### src/rtl/pipe_hazard_ctrl.sv
// rtl/pipe_hazard_ctrl.sv - interlock, stall and data-memory wait control for an in-order pipeline
//
// Tracks the destination of every instruction still in flight (EX, MEM, WB)
// and stalls decode on a read-after-write dependency, since the datapath has
// no forwarding. A load/store sitting in MEM freezes the whole pipe until the
// data memory acknowledges; a missing acknowledge for too long locks the block
// in an error state until reset.
//
// Ports
//   clk          rising-edge clock
//   reset        asynchronous active-low reset
//   id_valid     decode holds a valid instruction
//   id_rs1/2     source register addresses, id_rs1_re/id_rs2_re their read enables
//   id_rd        destination register, id_rd_we its write enable
//   id_is_mem    decoded instruction is a load or store
//   id_br        branch taken, resolved in decode
//   mem_ack      data memory completes the current access
//   pc_we        PC load enable
//   ifid_we      IF/ID load enable
//   ifid_flush   clear IF/ID to a NOP
//   idex_bubble  load a NOP into ID/EX
//   pipe_adv     ID/EX, EX/MEM and MEM/WB advance
//   mem_req      data memory access request
//   err          sticky memory-timeout flag
//   stall_cnt    saturating count of hazard-stall cycles

module pipe_hazard_ctrl #(
    parameter int TIMEOUT     = 255,
    parameter int STALL_CNT_W = 16
) (
    input  logic                   clk,
    input  logic                   reset,
    input  logic                   id_valid,
    input  logic [4:0]             id_rs1,
    input  logic [4:0]             id_rs2,
    input  logic                   id_rs1_re,
    input  logic                   id_rs2_re,
    input  logic [4:0]             id_rd,
    input  logic                   id_rd_we,
    input  logic                   id_is_mem,
    input  logic                   id_br,
    input  logic                   mem_ack,
    output logic                   pc_we,
    output logic                   ifid_we,
    output logic                   ifid_flush,
    output logic                   idex_bubble,
    output logic                   pipe_adv,
    output logic                   mem_req,
    output logic                   err,
    output logic [STALL_CNT_W-1:0] stall_cnt
);

    typedef enum logic [1:0] {
        IDLE     = 2'd0,
        MEM_WAIT = 2'd1,
        ERR      = 2'd2
    } state_t;

    typedef struct packed {
        logic       valid;
        logic [4:0] rd;
        logic       we;
        logic       is_mem;
    } slot_t;

    localparam logic [7:0] TIMEOUT_CNT = 8'(TIMEOUT);
    localparam logic [STALL_CNT_W-1:0] STALL_MAX = {STALL_CNT_W{1'b1}};

    state_t     state;
    logic [7:0] wait_cnt;
    logic       err_q;

    slot_t      ex_q;
    slot_t      mem_q;
    // WB only matters for hazard detection, so it does not carry is_mem.
    logic       wb_valid;
    logic [4:0] wb_rd;
    logic       wb_we;

    logic       mem_op;
    logic       hazard;
    logic       freeze;
    logic       issue;
    logic       req_int;
    logic       bubble_int;

    // One source operand against one in-flight writer; x0 is never a dependency.
    function automatic logic raw_hit(
        input logic       re,
        input logic [4:0] rs,
        input logic       valid,
        input logic       we,
        input logic [4:0] rd
    );
        return re && (rs != 5'd0) && valid && we && (rd == rs);
    endfunction

    assign mem_op = mem_q.valid && mem_q.is_mem;

    always_comb begin
        hazard = 1'b0;
        if (id_valid) begin
            hazard = raw_hit(id_rs1_re, id_rs1, ex_q.valid,  ex_q.we,  ex_q.rd)
                  || raw_hit(id_rs1_re, id_rs1, mem_q.valid, mem_q.we, mem_q.rd)
                  || raw_hit(id_rs1_re, id_rs1, wb_valid,    wb_we,    wb_rd)
                  || raw_hit(id_rs2_re, id_rs2, ex_q.valid,  ex_q.we,  ex_q.rd)
                  || raw_hit(id_rs2_re, id_rs2, mem_q.valid, mem_q.we, mem_q.rd)
                  || raw_hit(id_rs2_re, id_rs2, wb_valid,    wb_we,    wb_rd);
        end
    end

    // An un-acknowledged access in MEM holds every stage, including the cycle
    // the request is first raised from IDLE.
    always_comb begin
        freeze  = 1'b1;
        req_int = 1'b0;
        case (state)
            IDLE: begin
                freeze  = mem_op && !mem_ack;
                req_int = mem_op;
            end
            MEM_WAIT: begin
                freeze  = !mem_ack;
                req_int = 1'b1;
            end
            default: begin
                freeze  = 1'b1;
                req_int = 1'b0;
            end
        endcase
    end

    // Freeze dominates a hazard: no bubble is inserted while everything is held.
    assign issue      = id_valid && !hazard && !freeze;
    assign bubble_int = hazard && !freeze;

    // Reset gating keeps every enable low while reset is held, independent of
    // whatever the cleared state would otherwise imply.
    assign pipe_adv    = reset && !freeze;
    assign pc_we       = reset && !freeze && !hazard;
    assign ifid_we     = reset && !freeze && !hazard;
    assign idex_bubble = reset && bubble_int;
    // A branch stalled on a hazard is not flushed; it re-resolves once issued.
    assign ifid_flush  = reset && issue && id_br;
    assign mem_req     = reset && req_int;
    assign err         = err_q;

    always_ff @(posedge clk or negedge reset) begin
        if (!reset) begin
            state    <= IDLE;
            wait_cnt <= 8'd0;
            err_q    <= 1'b0;
        end else begin
            case (state)
                IDLE: begin
                    if (mem_op && !mem_ack) begin
                        state    <= MEM_WAIT;
                        wait_cnt <= 8'd1;
                    end
                end
                MEM_WAIT: begin
                    if (mem_ack) begin
                        state    <= IDLE;
                        wait_cnt <= 8'd0;
                    end else if (wait_cnt == TIMEOUT_CNT) begin
                        state <= ERR;
                        err_q <= 1'b1;
                    end else begin
                        wait_cnt <= wait_cnt + 8'd1;
                    end
                end
                default: begin
                    // ERR (and any unused encoding) is terminal until reset.
                    state <= ERR;
                    err_q <= 1'b1;
                end
            endcase
        end
    end

    always_ff @(posedge clk or negedge reset) begin
        if (!reset) begin
            ex_q     <= '0;
            mem_q    <= '0;
            wb_valid <= 1'b0;
            wb_rd    <= 5'd0;
            wb_we    <= 1'b0;
        end else if (!freeze) begin
            if (issue) begin
                ex_q <= '{valid: 1'b1, rd: id_rd, we: id_rd_we, is_mem: id_is_mem};
            end else begin
                ex_q <= '0;
            end
            mem_q    <= ex_q;
            wb_valid <= mem_q.valid;
            wb_rd    <= mem_q.rd;
            wb_we    <= mem_q.we;
        end
    end

    always_ff @(posedge clk or negedge reset) begin
        if (!reset) begin
            stall_cnt <= '0;
        end else if (bubble_int && (stall_cnt != STALL_MAX)) begin
            stall_cnt <= stall_cnt + 1'b1;
        end
    end

endmodule

### config.mk
export PLATFORM = sky130hd
export DESIGN_NAME = pipe_hazard_ctrl
export DESIGN_NICKNAME = d
export VERILOG_FILES = /design/src/rtl/pipe_hazard_ctrl.sv
export SDC_FILE = /design/constraint.sdc
export NUM_CORES = 1
export LEC_CHECK = 0
export ABC_AREA = 1
export CORE_ASPECT_RATIO = 1.4
export CORE_MARGIN = 2
export CORE_UTILIZATION = 40
export CTS_BUF_LIST = sky130_fd_sc_hd__clkbuf_4
export DETAILED_ROUTE_END_ITERATION = 10
export SKIP_LAST_GASP = 1
export SYNTH_ARGS = -nofsm -noshare
export SYNTH_HDL_FRONTEND = slang
export SYNTH_SLANG_ARGS = --single-unit
export TNS_END_PERCENT = 5
### constraint.sdc
create_clock -name clk -period 2.33 [get_ports clk]
set_clock_uncertainty 0.2 [all_clocks]
set_input_delay 0.466 -clock clk [delete_from_list [all_inputs] [get_ports clk]]
set_output_delay 0.466 -clock clk [all_outputs]
set_load 0.01 [all_outputs]
==> results of run 1 <==
power by group through the flow:
stage          logic [W]  clock network [W]  registers, W
2_1_floorplan   0.000357                  0       0.00108
3_3_place_gp    0.000688                  0       0.00109
3_5_place_dp    0.000692                  0       0.00109
4_1_cts         0.000703           0.000508       0.00108
5_1_grt         0.000818           0.000536       0.00110
6_report        0.000719           0.000488       0.00108
area by class of cell:
cell class / count / share of cell area [%]
Multi-Input combinational cell: 320 / 39.9
Sequential cell: 50 / 31.0
Timing Repair Buffer: 91 / 19.0
Inverter: 57 / 5.37
Tap cell: 97 / 3.01
Clock buffer: 5 / 0.931
Clock inverter: 2 / 0.838
repair_timing:
action	CTS	global route
buffers inserted	3	4
pin swaps	6	5
endpoints found under the setup margin	22	22
resized for setup	40	7
worst max-delay path: stages:
cell             delay [ns]
clkdlybuf4s50_1        0.48
nor2_1                 0.05
nor2_1                 0.16
inv_2                  0.08
nor2_4                 0.09
inv_1                  0.05
nor2_1                 0.12
buf_4                  0.12
clkdlybuf4s15_1        0.24
layer usage:
metal | GRT usage [%] | part of all wire [%]
met1 | 22.7 | 42
met2 | 35.7 | 52
met3 | 3.36 | 3.5
met4 | 6.64 | 2.0
met5 | 0 | 0
flip-flops by register name, indices dropped and copies added, names as in the netlist:
| name | cells |
|---|---|
| ex_q | 8 |
| wb_rd | 5 |
| state | 2 |
| mem_q | 8 |
| wait_cnt | 8 |
| stall_cnt | 16 |
| wb_we | 1 |
| wb_valid | 1 |
| err | 1 |
how the worst min path moves through the flow:
stage,from,end,slack (ns),depth (start not counted)
global placement,err,err,0.25,1
finish,reset,stall_cnt[13],0.14,3
global route,reset,mem_q[4],0.22,3
detailed placement,err,err,0.26,1
floorplan,reset,err,-0.03,0
CTS,reset,stall_cnt[13],0.19,3
cell usage in the layout, fill, tap and decap left out, types with 2 or more instances in the layout:
| cell | count |
|---|---|
| o21ai_0 | 19 |
| nand3_1 | 26 |
| nand2_1 | 156 |
| nor3_4 | 2 |
| a21oi_2 | 2 |
| dlygate4sd2_1 | 10 |
| xnor2_1 | 4 |
| clkdlybuf4s50_1 | 30 |
| nor3_1 | 6 |
| xor2_1 | 14 |
| nand2_2 | 4 |
| a21oi_1 | 5 |
| clkbuf_4 | 5 |
| dfrtp_1 | 50 |
| inv_2 | 22 |
| nor2_1 | 36 |
| buf_2 | 5 |
| inv_1 | 34 |
| nor2_2 | 4 |
| nand4_1 | 20 |
| o21ai_1 | 3 |
| ha_1 | 2 |
| nor2_4 | 3 |
| buf_4 | 44 |
metrics by stage:
stage	util (%)	power, W
after floorplan	-	0.00144
after global placement	52.5	0.00178
after detailed placement	52.5	0.00179
after CTS	53.9	0.00229
after global routing	54.4	0.00245
final	54.4	0.00229
logic make-up after synthesis:
family | count (synthesis) | share of synthesized area, %
AO/OA/AOI/OAI | 34 | 6.02
flip-flops | 50 | 40.7
XOR/XNOR | 19 | 5.41
adder cells (fa/ha/maj) | 2 | 0.813
AND/OR/NAND/NOR | 265 | 38.5
buffers and inverters | 66 | 8.58
==> results.sh, run 1 <==
export IMPL_outcome="finished with violations"
export IMPL_violations="negative setup slack"
export IMPL_leakagePower_nw=2.08
export IMPL_reg2reg_depth=11
export IMPL_pwr_share_clk_pct=21.3
export IMPL_synth_sequential_area_ratio_pct=40.7
export IMPL_fmax_mhz=398
export IMPL_synth_most_common_cell="nand2_1"
export IMPL_powerDensity_nw_per_um2=567
export IMPL_critPathLaunchType="input port"
export IMPL_setup_worst_path_end_class="primary output"
export IMPL_drc_errors=0
export IMPL_pre_cts_ws_ns=-0.993
export IMPL_maxSlewHeadroom_pct=57.5
export IMPL_netlist_area_sq_um=3080
export IMPL_synth_top_area_share_pct=40.7
export IMPL_clockBufferDepth=2
export IMPL_synth_seq_cells=50
export IMPL_fin_setup_tns_ns=-0.939
export IMPL_holdWs_ns=0.143
export IMPL_hold_viol=0
export IMPL_drv_slew=0
export IMPL_first_pass_iters=4
export IMPL_synth_area_per_cell_sq_um=7.06
export IMPL_synthCells=436
export IMPL_rsz0062_at_grt="true"
export IMPL_avgRoutedWirePerCell_microns=12.8
export IMPL_crit_fanout=3
export IMPL_grt_overflow_total=0
export IMPL_synth_async_sr_flop_share_pct=100
export IMPL_nets=551
export IMPL_timing_final_ws_setup_ns=-0.184
export IMPL_crit_type="in -> out"
export IMPL_swShare_pct=33.1
export IMPL_ios=47
export IMPL_cap_violations=0
export IMPL_ctsRootBufferMaster="clkbuf_4"
export IMPL_combinationalPowerShare_pct=31.4
export IMPL_worst_slew_pin_slew_ns=0.637
export IMPL_regArea_sq_um=1250
export IMPL_startpoint="mem_ack"
export IMPL_multiInputGateArea_sq_um=1610
export IMPL_rrSetupSlack_ns=0.16
export IMPL_cts_tree="built"
export IMPL_gp_congestion=0.957
export IMPL_initial_utilization_pct=41.6
export IMPL_rows=37
export IMPL_wl_mm=7.99
export IMPL_die_area_sq_um=8420
export IMPL_synth_cell_types=34
export IMPL_antenna_found_initial=0
export IMPL_dpl_cell_area_sq_um=3890
export IMPL_core_area_sq_um=7410
export IMPL_cts_sinks=50
export IMPL_ant_nets=0
export IMPL_syn_to_final_growth_pct=31.0
export IMPL_clk_latency_ns=0.37
export IMPL_p_int_w=0.00153
export IMPL_num_vias=3020
export IMPL_netlist_top_cells_count="nand2_1, dfrtp_1, inv_1"
export IMPL_dp_cells=608
export IMPL_clkTransAtPathRegs_ns=0.15
export IMPL_p_seq_share_pct=47.2
export IMPL_synth_edf_count=0
export IMPL_finalInstanceArea_sq_um=4030
export IMPL_grt_max_degree=51
export IMPL_synthTopCellsByArea="dfrtp_1, nand2_1, inv_1, nor2_1, xor2_1"
export IMPL_die_height_microns=108
export IMPL_setup_viol=6
export IMPL_grt_pass1_wl_mm=13.1
export IMPL_p_sw_w=0.000758
export IMPL_rr_endpoint="stall_cnt[9]"
export IMPL_hold_class="in -> async"
export IMPL_h_tree_depth=2
export IMPL_post_route_period_util_pct=108
export IMPL_cp_data_required_time_ns=1.66
export IMPL_drive_gt1_share_pct=19.6
export IMPL_first_iter_violations=77
export IMPL_endpoint="pipe_adv"
export IMPL_syn_num_nets=462
export IMPL_period_needed_ns=2.51
export IMPL_arrival_ns=1.85
export IMPL_via_per_inst=4.86
export IMPL_synthFlopType="dfrtp_1"
export IMPL_grt_pass1_vias=2921
export IMPL_cts_hold_buf=0
export IMPL_fin_cells=622
export IMPL_synth_warnings=0
export IMPL_die_w_microns=78.1
export IMPL_cts_made_buffers=5
export IMPL_r2r_start="ex_q[5]"
export IMPL_hpwlAfterDp_mm=5.98
export IMPL_peakVddDrop_uv=351
export IMPL_n_fill_cell=769
export IMPL_track_usage_pct=19.5
export IMPL_synth_largest_area_cell="dfrtp_1"
export IMPL_n_antenna_cell=0
export IMPL_port_buffers=46
No activity file was read; power rests on OpenSTA's default activity.
==> run 2, diff against run 1 <==
--- a/config.mk
+++ b/config.mk
@@ -6,11 +6,12 @@
 export NUM_CORES = 1
 export LEC_CHECK = 0
 export ABC_AREA = 1
+export CAP_MARGIN = 20
 export CORE_ASPECT_RATIO = 1.4
-export CORE_MARGIN = 2
 export CORE_UTILIZATION = 40
 export CTS_BUF_LIST = sky130_fd_sc_hd__clkbuf_4
 export DETAILED_ROUTE_END_ITERATION = 10
+export PLACE_DENSITY_LB_ADDON = 0.1
 export SKIP_LAST_GASP = 1
 export SYNTH_ARGS = -nofsm -noshare
 export SYNTH_HDL_FRONTEND = slang
==> run 2 against run 1 <==
Net effect:
- the run still ends with negative setup slack left
- hold slack worse by 0.080 ns
- combinational power rose by 3.3%
- critical path depth stayed put
- critical path type unchanged
- largest power group unchanged
==> results.sh, run 2 (synthesis gave the netlist of run 1 again) <==
export IMPL_final_common_cell="nand2_1"
export IMPL_hpwlAfterDp_mm=5.96
export IMPL_first_pass_iters=4
export IMPL_arrival_ns=1.87
export IMPL_finalInstanceArea_sq_um=4080
export IMPL_cp_cell_sequence="clkdlybuf4s50_1 > nor2_1 > nor2_1 > inv_2 > nor2_4 > inv_1 > nor2_1 > buf_4 > clkdlybuf4s15_1"
export IMPL_regArea_sq_um=1250
export IMPL_ctsRootBufferMaster="clkbuf_4"
export IMPL_crit_fanout=3
export IMPL_fin_cells=622
export IMPL_hold_viol=0
export IMPL_die_w_microns=76.1
export IMPL_grt_max_degree=36
export IMPL_cp_common_cell="nor2_1"
export IMPL_port_buffers=46
export IMPL_regMostFlops="stall_cnt"
export IMPL_violations="negative setup slack"
export IMPL_cp_num_buf_inv=5
export IMPL_slowest_delay_ns=0.49
export IMPL_wl_mm=7.97
export IMPL_num_vias=3012
export IMPL_via_per_inst=4.84
export IMPL_clockBufferDepth=2
export IMPL_rows=37
export IMPL_post_route_util_pct=55.0
export IMPL_grt_pass1_wl_mm=13.5
export IMPL_critPathLaunchType="input port"
export IMPL_powerDensity_nw_per_um2=577
export IMPL_holdWs_ns=0.0630
export IMPL_peakVddDrop_uv=273
export IMPL_initial_utilization_pct=41.6
export IMPL_worst_slew_pin_slew_ns=0.441
export IMPL_ant_nets=0
export IMPL_final_cell_mix="nand2_1, dfrtp_1, buf_4"
export IMPL_drc_errors=0
export IMPL_grt_overflow_total=0
export IMPL_track_usage_pct=21.0
export IMPL_dpl_cell_area_sq_um=3890
export IMPL_period_needed_ns=2.53
export IMPL_leakagePower_nw=2.09
export IMPL_fin_setup_tns_ns=-1.14
export IMPL_multiInputGateArea_sq_um=1620
export IMPL_setup_viol=6
export IMPL_gp_congestion=0.908
export IMPL_cap_violations=0
export IMPL_setup_worst_path_end_class="primary output"
export IMPL_drv_slew=0
export IMPL_crit_type="in -> out"
export IMPL_avgRoutedWirePerCell_microns=12.8
export IMPL_dp_cells=607
export IMPL_maxSlewHeadroom_pct=70.6
export IMPL_hold_class="in -> async"
export IMPL_critPathTopFamily="buffers and inverters"
export IMPL_drive_gt1_share_pct=20.4
export IMPL_slowest_stage="clkdlybuf4s50_1"
export IMPL_syn_to_final_growth_pct=32.4
export IMPL_nets=550
export IMPL_rsz0062_at_grt="true"
export IMPL_antenna_found_initial=0
export IMPL_cts_made_buffers=5
export IMPL_grt_pass1_vias=2987
export IMPL_n_fill_cell=753
export IMPL_fmax_mhz=395
export IMPL_post_route_period_util_pct=109
export IMPL_cts_tree="built"
export IMPL_ios=47
export IMPL_h_tree_depth=2
export IMPL_first_iter_violations=117
export IMPL_cp_data_required_time_ns=1.66
export IMPL_clk_latency_ns=0.37
export IMPL_cts_sinks=50
export IMPL_largest_reg_flops=16
export IMPL_timing_final_ws_setup_ns=-0.202
export IMPL_die_area_sq_um=8050
export IMPL_clkTransAtPathRegs_ns=0.15
export IMPL_die_height_microns=106
export IMPL_outcome="finished with violations"
export IMPL_core_area_sq_um=7410
export IMPL_n_antenna_cell=0
run 2: changes by cell type in the layout (fill, tap and decap cells not counted), sizes merged:
cell / delta
clkbuf: +1
clkinv: -1
dlygate4sd3: +1
buf: -2
clkinvlp: +1
run 2: final cells by class:
type,instances,area share (%)
clock buffers,6,1.11
clock inverters,2,0.921
inverters,57,5.31
multi-input cells,320,39.6
flip-flops and latches,50,30.7
well taps,97,2.98
repair buffers,90,19.3
run 2: final timing paths:
kind                          start       endpoint  slack [ns]  depth (start not counted)
min in group clk                err            err        0.30                          1
max reg2reg                mem_q[3]  stall_cnt[11]        0.24                         14
max                         mem_ack       pipe_adv       -0.20                          9
min reg2reg                     err            err        0.30                          1
min                           reset   stall_cnt[8]        0.06                          3
max in group asynchronous     reset  stall_cnt[12]        1.36                          3
run 2: metal layers:
layer	track usage [%]	routed length, microns	vias to the layer above
li1	-	-	1548
met5	0	0	-
met4	9.89	272	0
met2	38.6	4110	48
met3	2.60	166	21
met1	24.0	3420	1395
run 2: power breakdown:
| group | switching, W | internal, W | total, W |
|---|---|---|---|
| Sequential | 0.000102 | 0.000979 | 0.00108 |
| Combinational | 0.000393 | 0.000350 | 0.000743 |
| Clock | 0.000289 | 0.000238 | 0.000528 |
| Total | 0.000785 | 0.00157 | 0.00235 |
run 2: worst min-delay path, stage by stage:
cell and delay [ns]:
buf_2 0.11, buf_4 0.12, buf_4 0.39
run 2: through the flow:
stage	power (W)	setup slack, ns
3_5_place_dp	0.00179	-0.860
3_3_place_gp	0.00178	-0.865
5_1_grt	0.00252	-0.354
2_1_floorplan	0.00144	0.00314
4_1_cts	0.00235	-0.200
6_report	0.00235	-0.202
run 2: repair_timing:
action                     in CTS  in global routing
hold endpoints to repair       15                  0
setup endpoints to repair       6                  6
hold buffers                    1                  0
resized for setup              42                 14
gates cloned                    0                  0
setup buffers                   6                  0
pin swaps                      12                 13
==> run 3, diff against run 2 <==
--- a/config.mk
+++ b/config.mk
@@ -11,6 +11,7 @@
 export CORE_UTILIZATION = 40
 export CTS_BUF_LIST = sky130_fd_sc_hd__clkbuf_4
 export DETAILED_ROUTE_END_ITERATION = 10
+export GPL_TIMING_DRIVEN = 0
 export PLACE_DENSITY_LB_ADDON = 0.1
 export SKIP_LAST_GASP = 1
 export SYNTH_ARGS = -nofsm -noshare
==> run 3 against run 2 <==
Net effect:
- maximum frequency shrank 0.50%
- die area is the same
- wire length grew 5.6%
- clock power down 26%
- critical endpoint is now pc_we
- utilization is 0.46 points lower
- register-to-register slack lost 0.44 ns
- the flow still finishes with violations (negative setup slack)
- worst setup slack worse by 0.013 ns
- global-route usage up 0.84 points
- largest power group unchanged
- sequential power hardly changed
==> results.sh, run 3 (synthesis gave the netlist of run 1 again) <==
export IMPL_track_usage_pct=21.8
export IMPL_powerDensity_nw_per_um2=545
export IMPL_hold_viol=0
export IMPL_cts_sinks=50
export IMPL_initial_utilization_pct=41.6
export IMPL_clockBufferDepth=2
export IMPL_port_buffers=46
export IMPL_ant_nets=0
export IMPL_crit_type="reg -> out"
export IMPL_gp_congestion=0.880
export IMPL_die_area_sq_um=8050
export IMPL_n_antenna_cell=0
export IMPL_avgRoutedWirePerCell_microns=13.6
export IMPL_drv_slew=0
export IMPL_clk_latency_ns=0.37
export IMPL_clkTransAtPathRegs_ns=0.15
export IMPL_core_area_sq_um=7410
export IMPL_cp_cell_sequence="buf_4 > nand2_1 > o21ai_1 > nor2_1 > nand3_1 > nand2_1 > nand2_1 > nand2_1 > inv_2 > nand2_8 > a21boi_2 > buf_4 > buf_6"
export IMPL_post_route_util_pct=54.6
export IMPL_die_w_microns=76.1
export IMPL_cts_tree="built"
export IMPL_drive_gt1_share_pct=19.4
export IMPL_cap_violations=0
export IMPL_regMostFlops="stall_cnt"
export IMPL_setup_viol=7
export IMPL_worst_slew_pin_slew_ns=0.859
export IMPL_cp_data_required_time_ns=1.66
export IMPL_maxSlewHeadroom_pct=42.6
export IMPL_num_vias=3041
export IMPL_syn_to_final_growth_pct=31.3
export IMPL_slowest_stage="dfrtp_1"
export IMPL_final_common_cell="nand2_1"
export IMPL_rsz0062_at_grt="true"
export IMPL_fmax_mhz=393
export IMPL_nets=546
export IMPL_cts_made_buffers=5
export IMPL_first_pass_iters=4
export IMPL_fin_cells=617
export IMPL_period_needed_ns=2.54
export IMPL_hpwlAfterDp_mm=6.08
export IMPL_timing_final_ws_setup_ns=-0.215
export IMPL_leakagePower_nw=2.05
export IMPL_rows=37
export IMPL_violations="negative setup slack"
export IMPL_ctsRootBufferMaster="clkbuf_4"
export IMPL_hold_class="reg -> reg"
export IMPL_slowest_delay_ns=0.43
export IMPL_grt_pass1_wl_mm=13.9
export IMPL_ios=47
export IMPL_grt_overflow_total=0
export IMPL_largest_reg_flops=16
export IMPL_critPathTopFamily="simple AND/OR/NAND/NOR gates"
export IMPL_h_tree_depth=2
export IMPL_setup_worst_path_end_class="primary output"
export IMPL_dp_cells=580
export IMPL_cp_common_cell="nand2_1"
export IMPL_grt_max_degree=21
export IMPL_final_cell_mix="nand2_1, dfrtp_1, nor2_1"
export IMPL_crit_fanout=3
export IMPL_grt_pass1_vias=2939
export IMPL_outcome="finished with violations"
export IMPL_first_iter_violations=115
export IMPL_n_fill_cell=762
export IMPL_antenna_found_initial=0
export IMPL_post_route_period_util_pct=109
export IMPL_cp_num_buf_inv=4
export IMPL_arrival_ns=1.88
export IMPL_via_per_inst=4.93
export IMPL_drc_errors=0
export IMPL_peakVddDrop_uv=280
export IMPL_wl_mm=8.42
export IMPL_die_height_microns=106
export IMPL_critPathLaunchType="flop"
==> run 3: path summary, 6_finish.rpt <==
check	start	to	slack, ns	depth (start not counted)
max in group asynchronous	reset	state[0]	0.72	3
worst min register to register	wb_we	wb_we	0.31	2
worst max register to register	mem_q[5]	mem_q[5]	-0.20	16
worst max-delay path	wb_rd[0]	pc_we	-0.21	13
min in group asynchronous	reset	wb_rd[1]	0.44	2
worst min-delay path	wb_we	wb_we	0.31	2
==> run 3: where the power goes <==
| part | internal [W] | total (W) | switching, W | leakage (nW) |
|---|---|---|---|---|
| clock | 0.000112 | 0.000393 | 0.000281 | 0.0233 |
| sequential | 0.000979 | 0.00108 | 0.000103 | 0.660 |
| combinational | 0.000330 | 0.000728 | 0.000398 | 1.37 |
==> run 3: worst reg2reg max path, stage by stage (launching register included) <==
cell     delay [ns]
dfrtp_1        0.38
inv_1          0.06
buf_4          0.13
buf_4          0.12
buf_4          0.12
buf_4          0.12
buf_4          0.12
buf_4          0.12
buf_4          0.12
buf_4          0.12
buf_4          0.12
buf_4          0.12
buf_4          0.12
buf_4          0.12
buf_4          0.12
buf_4          0.12
o21ai_0        0.14
==> run 3: per-stage QoR <==
step	TNS [ns]	instance area [sq um]	power, W	hold WS (ns)	setup slack, ns
floorplan	0	3080	0.00144	-0.0296	0.00314
global placement	-71.27	3660	0.00167	0.260	-2.40
detailed placement	-13.39	3670	0.00168	0.182	-1.19
CTS	-1.21	3990	0.00219	0.308	-0.243
global route	-1.93	4040	0.00236	0.320	-0.341
finish	-1.03	4040	0.00220	0.306	-0.215
==> run 3: cell type report <==
class                           instances  area (sq um)  area share (%)
Clock buffer                            5          37.5           0.929
Timing Repair Buffer                   77           714            17.7
Tap cell                               97           121            3.00
Clock inverter                          2          15.0           0.372
Inverter                               57           224            5.54
Sequential cell                        50          1250            31.0
Multi-Input combinational cell        320          1620            40.1
Buffer                                  9          56.3            1.39
==> run 3: timing repair <==
item	CTS	global route
hold buffers	3	0
pin swaps	11	6
endpoints found under the setup margin	6	7
setup buffers	22	4
cloned	1	0
hold endpoints to repair	30	0
resized for setup	51	14
==> run 3: metal layers <==
metal | wire length (microns) | track usage (%) | vias to the layer above
li1 | - | - | 1548
met1 | 3400 | 24.7 | 1420
met2 | 4570 | 41.7 | 62
met3 | 272 | 3.20 | 11
met4 | 174 | 6.73 | 0
met5 | 0 | 0 | -
